### src/rtl/fetch_buffer.sv
// Circular fetch-packet queue between IF and the FIFO->ID register.
// Head outputs read the oldest entry; an empty queue presents a NOP bubble.
module fetch_buffer #(
    parameter int          DEPTH    = 8,
    parameter int          PW       = 235,
    parameter logic [31:0] INST_NOP = 32'h0340_0000,
    parameter logic [31:0] PC_RESET = 32'h1C00_0000
) (
    input  logic        clk,
    input  logic        rstn,
    input  logic        flush,
    input  logic        if_readygo,
    output logic        buf_allowin,
    input  logic [31:0] if_inst0,
    input  logic [31:0] if_inst1,
    input  logic [31:0] if_pc,
    input  logic [31:0] if_pcAdd,
    input  logic [31:0] if_pc_next,
    input  logic [31:0] if_badv,
    input  logic [31:0] if_cookie_out,
    input  logic [6:0]  if_exception,
    input  logic [1:0]  if_excp_flag,
    input  logic [1:0]  if_priv_flag,
    input  logic        fifo_allowin,
    output logic        fifo_readygo,
    output logic [31:0] fifo_inst0,
    output logic [31:0] fifo_inst1,
    output logic [31:0] fifo_pc,
    output logic [31:0] fifo_pcAdd,
    output logic [31:0] fifo_pc_next,
    output logic [31:0] fifo_badv,
    output logic [31:0] fifo_cookie_out,
    output logic [6:0]  fifo_exception,
    output logic [1:0]  fifo_excp_flag,
    output logic [1:0]  fifo_priv_flag,
    output logic        fetch_buf_empty,
    output logic        fetch_buf_full
);

    localparam int AW = $clog2(DEPTH);

    localparam logic [PW-1:0] BUBBLE = {INST_NOP, INST_NOP, PC_RESET,
                                        PC_RESET + 32'd4, PC_RESET + 32'd8,
                                        PC_RESET, 32'd1958, 7'd0, 2'd0, 2'd0};

    logic [AW-1:0] wr_ptr_q, wr_ptr_d;
    logic [AW-1:0] rd_ptr_q, rd_ptr_d;
    logic [AW:0]   count_q, count_d;
    logic [PW-1:0] mem_q [DEPTH];

    logic          push_s;
    logic          pop_s;
    logic          empty_s;
    logic          full_s;
    logic          clear_s;
    logic [PW-1:0] in_pkt_s;
    logic [PW-1:0] head_s;

    // Status is taken from the registered count only, so allowin never sees fifo_allowin.
    assign empty_s  = (count_q == {(AW+1){1'b0}});
    assign full_s   = (count_q == (AW+1)'(DEPTH));
    assign clear_s  = !rstn || flush;
    assign push_s   = if_readygo && !full_s;
    assign pop_s    = fifo_allowin && !empty_s;

    assign in_pkt_s = {if_inst0, if_inst1, if_pc, if_pcAdd, if_pc_next, if_badv,
                       if_cookie_out, if_exception, if_excp_flag, if_priv_flag};

    // Next-state for pointers and occupancy; clear discards any same-cycle push/pop.
    always_comb begin
        wr_ptr_d = wr_ptr_q;
        rd_ptr_d = rd_ptr_q;
        count_d  = count_q;
        if (clear_s) begin
            wr_ptr_d = {AW{1'b0}};
            rd_ptr_d = {AW{1'b0}};
            count_d  = {(AW+1){1'b0}};
        end else begin
            if (push_s) begin
                wr_ptr_d = wr_ptr_q + AW'(1);
            end else begin
                wr_ptr_d = wr_ptr_q;
            end
            if (pop_s) begin
                rd_ptr_d = rd_ptr_q + AW'(1);
            end else begin
                rd_ptr_d = rd_ptr_q;
            end
            case ({push_s, pop_s})
                2'b10:   count_d = count_q + (AW+1)'(1);
                2'b01:   count_d = count_q - (AW+1)'(1);
                default: count_d = count_q;
            endcase
        end
    end

    // State register.
    always_ff @(posedge clk) begin
        wr_ptr_q <= wr_ptr_d;
        rd_ptr_q <= rd_ptr_d;
        count_q  <= count_d;
    end

    // Packet RAM write.
    always_ff @(posedge clk) begin
        if (push_s && !clear_s) begin
            mem_q[wr_ptr_q] <= in_pkt_s;
        end
    end

    // Head packet selection.
    always_comb begin
        head_s = BUBBLE;
        if (empty_s) begin
            head_s = BUBBLE;
        end else begin
            head_s = mem_q[rd_ptr_q];
        end
    end

    assign {fifo_inst0, fifo_inst1, fifo_pc, fifo_pcAdd, fifo_pc_next, fifo_badv,
            fifo_cookie_out, fifo_exception, fifo_excp_flag, fifo_priv_flag} = head_s;

    assign fifo_readygo    = !empty_s;
    assign buf_allowin     = !full_s;
    assign fetch_buf_empty = empty_s;
    assign fetch_buf_full  = full_s;

endmodule

### config.mk
export PLATFORM = sky130hd
export DESIGN_NAME = fetch_buffer
export DESIGN_NICKNAME = d
export VERILOG_FILES = /design/src/rtl/fetch_buffer.sv
export SDC_FILE = /design/constraint.sdc
export NUM_CORES = 2
export LEC_CHECK = 0
export CELL_PAD_IN_SITES_DETAIL_PLACEMENT = 1
export CELL_PAD_IN_SITES_GLOBAL_PLACEMENT = 1
export CORE_AREA = 2 2 510 411
export DETAILED_ROUTE_END_ITERATION = 8
export DIE_AREA = 0 0 512 413
export HOLD_SLACK_MARGIN = 0.02
export PLACE_DENSITY = 0.62
export SYNTH_ARGS = -nofsm -noshare
export SYNTH_HDL_FRONTEND = slang
export SYNTH_SLANG_ARGS = --single-unit
### constraint.sdc
create_clock -name clk -period 20.4 [get_ports clk]
set_input_delay 2.04 -clock clk [delete_from_list [all_inputs] [get_ports clk]]
set_output_delay 2.04 -clock clk [all_outputs]
set_load 0.005 [all_outputs]
* Word level (Yosys, flattened, before mapping) *
Memory sizes are Yosys's and may differ from the RTL's. A register that Yosys moved wholly into a read port is not among the register bits.
Index checks and enable logic that the tools add are counted.
W data, S select, Z words.

operators by class
  multiplexer cells = 6
  magnitude comparators = 0
  shift operators = 0
  eq/ne operators = 3
  reduce and logical (&&, ||, !) cells = 10
  divide/modulo/power cells = 0
  $add $sub $neg = 4
  multiply operators = 0
  bitwise logic cells = 0

operators by type and width
  cell                   number
  $mux W235              1
  $pmux W4 S2            1
  $add A3 B1 Y3 const B  2
  $mux W3                2
  $add A4 B1 Y4 const B  1
  $eq A4 B4 Y1 const B   1
  $logic_not A1 Y1       4
  $logic_not A4 Y1       1
  $sub A4 B1 Y4 const B  1
  $logic_and A1 B1 Y1    3
  $eq A2 B1 Y1 const B   1
  $eq A2 B2 Y1 const B   1
  $mux W1                2
  $reduce_bool A2 Y1     1
  $logic_or A1 B1 Y1     1

word-level totals
  logic and storage cells = 27
  memory bits (read-only) = 0
  input bits = 240
  latch bits = 0
  flip-flop bits (word level) = 10
  memories kept = 1
  bits in writable memories = 1880
  output and inout bits = 239

memory list
  memory  depth  bits a word  rd ports  clocked after memory_dff  write ports  RTL line  source
  mem_q   8      235          1         1                         1            49        logic [PW-1:0] mem_q [DEPTH];

* Logic depth before layout (Yosys ltp) *
  depth in word-level cells = 6
  mapped depth = 11

* Worst setup path before layout *
Ideal clock, no wire load.

  path kind = in2reg
  from = input flush
  to = memory mem_q[0][0] (enable)
  arrival time = 18.374 ns
  data required time = 19.281 ns
  path slack = 0.907 ns
  path buffers = 0
  cell stages on the path = 3
  library setup time = 1.119 ns
  cells stage by stage = nand2b_1 -> or3_1 -> nor3_1

between the ends
  cells in the longest elaborated chain, start to end = 5

ends and longest elaborated chain
  what                           RTL line  source
  from (decl)                    11        input logic flush,
  $logic_or A1 B1 Y1             62        assign clear_s = !rstn || flush;
  $logic_not A1 Y1               106       if (push_s && !clear_s) begin
  $logic_and A1 B1 Y1            106
  $mux W1                        106
  $mux W1 (not written as such)  107       mem_q[wr_ptr_q] <= in_pkt_s;
  to (decl)                      49

No other way between the ends.

==> results_dict.tcl <==
set metrics [dict create \
    post-route-min-period_ns 8.010 \
    vias_per_cell 5.013 \
    drive_gt1_share_pct 20.95 \
    drv_slew 0 \
    gp_congestion 0.7140 \
    met1_usage_pct 20.92 \
    ios 479 \
    fin_setup_tns_ns 0 \
    synth_top_flop_cell "edfxtp_1" \
    ys_ff_latch 1893 \
    end_kind "output pin" \
    power.density_mw_per_mm2 93.01 \
    wl_um 169600 \
    cp_num_buf_inv 5 \
    synth_top_area_share_pct 78.47 \
    clock_sinks 1893 \
    syn_inst 3058 \
    yosys-top-cells-count "edfxtp_1, mux4_2, mux2i_1, nor2_1, buf_2" \
    finalClockSkew_ns 0.03903 \
    use_met3_pct 3.977 \
    portBuffers 478 \
    first_pass_iters 5 \
    detail_route.wl_per_cell_um 26.01 \
    dieHeight_um 413 \
    drtAntennaViolNets 0 \
    postPlaceCellArea_mm2 0.07976 \
    ys_top_cells_by_area "edfxtp_1, mux4_2, mux2i_1, nor2_1, buf_2" \
    cts_root_buf "clkbuf_16" \
    antenna_found_initial 31 \
    rsz0062_at_grt "no" \
    clk_path_buf_depth 3 \
    cpMostUsedCell "buf_4" \
    p_leak_uw 0.02533 \
    yosysMostFrequentCell "edfxtp_1" \
    grt_usage_pct 15.96 \
    fillers 19390 \
    busiest_layer "met2" \
    synth_edf_count 1880 \
    crit_fanout 62 \
    initial_core_util_pct 34.75 \
    yosys.area.top_type "edfxtp_1" \
    overflow 0 \
    yosysSeqAreaShare_pct 78.83 \
    coreArea_mm2 0.2070 \
    syn_nets 3304 \
    crit_chain "buf_4, buf_4, buf_4, buf_4, mux4_2, mux2i_1, nor2_1, clkdlybuf4s50_1" \
    run_status "complete, no violations" \
    peakVddDrop_v 0.00007871 \
    avgSynthCellArea_um2 23.53 \
    area_growth_pct 19.08 \
    drc 0 \
    worstSetupStartpointType "flip-flop" \
    cp_slowest_cell "buf_4" \
    cts_resized 0 \
    drt_iter0_markers 2549 \
    crit_required_ns 18.36 \
    clock_latency_ns 0.83 \
    relSlewSlack_pct 23.11 \
    cts_tree "yes" \
    hold_viol 0 \
    r2r_slack_ns 16.14 \
    worst_slew_pin_slew_ns 1.153 \
    ff_latch_area_mm2 0.05673 \
    timing.final.crit_share_pct 39.26 \
    yosys_warnings 0 \
    synth_cell_types 31 \
    met2_usage_pct 26.57 \
    fp.dieW_um 512 \
    clk_pin_slew_ns 0.06 \
    synth_area_mm2 0.07195 \
    cts_hold_buf 0 \
    critPathTopFamily "buffers and inverters" \
    nets 3873 \
    setup_viol 0 \
    crit_type "reg2out" \
    crit_path_max_incr_delay_ns 0.83 \
    cap_viol_max_count 0 \
    grt_max_degree 109 \
    arrival_ns 5.97 \
    stdcell_area_mm2 0.08567 \
    dp_cells 6172 \
    grt_pass1_wl_um 248300 \
    die_area_mm2 0.2115 \
    post-route-util_pct 41.38 \
    multiInputGateArea_mm2 0.01424 \
    max_freq_mhz 124.8 \
    rows 150 \
    dpl.hpwl_um 90810 \
    numCtsBuffers 189 \
    hold_class "reg2reg" \
    vias 32680 \
    grt_pass1_vias 35660 \
    cts_setup_buffers 0 \
    synth-async-reset-ratio_pct 0 \
    ctsHtreeMaxLevel 4 \
    fin_cells 6519 \
]
## sequential cells by signal, indices dropped and copies added (netlist names), named ones only
name      count
wr_ptr_q      3
rd_ptr_q      3
count_q       4
mem_q      1880
## cell families (layout without fill, tap and decap cells)
group	after synthesis	after routing	synth area share [%]
AO/OA/AOI/OAI	8	8	0.06260
XOR/XNOR	6	6	0.07304
adder cells (fa/ha/maj)	6	6	0.1148
buffers and inverters	166	883	1.452
flip-flops	1893	1893	78.83
multiplexers	705	705	17.98
other	0	8	0
AND/OR/NAND/NOR	274	274	1.485
## area by class of cell
cell class                 instances  area share (%)
antenna                            8         0.02337
sequential                      1893           66.21
multi-input combinational        999           16.62
inverter                           6         0.03505
tap                             2736           3.996
clock inverter                    99           1.052
timing repair buffer             538           6.227
clock buffer                     240           5.830
## worst paths after layout
kind	from	end	depth (start not counted)
setup / recovery	flip-flop	fifo_inst0[26]	8
hold / removal	rd_ptr_q[1]	flip-flop	2
hold reg to reg	rd_ptr_q[1]	flip-flop	2
setup reg to reg	count_q[0]	mem_q[3][100]	6
## layer usage
metal / share of wire, % / vias up
li1: - / 13980
met1: 43 / 17690
met2: 50 / 705
met3: 5.3 / 268
met4: 2.1 / 38
met5: 0.14 / -
## cells in the final DEF, fill, tap and decap left out, types with 10 or more instances in the layout
master	instances
edfxtp_1	1880
clkdlybuf4s50_1	478
mux4_2	470
mux2i_1	235
nor2_1	219
clkbuf_16	192
buf_4	52
clkbuf_1	47
clkinv_1	43
nand2_1	33
clkinv_2	27
bufinv_16	12
dfxtp_1	10
## worst reg2reg max path, delay by kind of cell, from the launching register on
family / cells / cell delay (ns)
and+or+nand+nor: 4 / 1.70
buffers and inverters: 2 / 1.65
DFF: 1 / 0.43
## metrics by stage
| step | power, uW | hold slack, ns | worst slack (ns) |
|---|---|---|---|
| 4_1_cts | 8073 | 0.4903 | 12.17 |
| 5_1_grt | 8227 | 0.5298 | 11.96 |
| 3_5_place_dp | 4705 | 0.4796 | 13.08 |
| 2_1_floorplan | 4519 | 0.4510 | 0.9071 |
| 6_report | 7968 | 0.4883 | 12.39 |
| 3_3_place_gp | 4699 | 0.4633 | 13.09 |
## report_power, final
part	total (uW)	internal (uW)	switching, uW
Combinational	313	150	163
Clock	3350	1880	1470
Sequential	4300	4300	6.17
(Power assumes the default switching activity.)
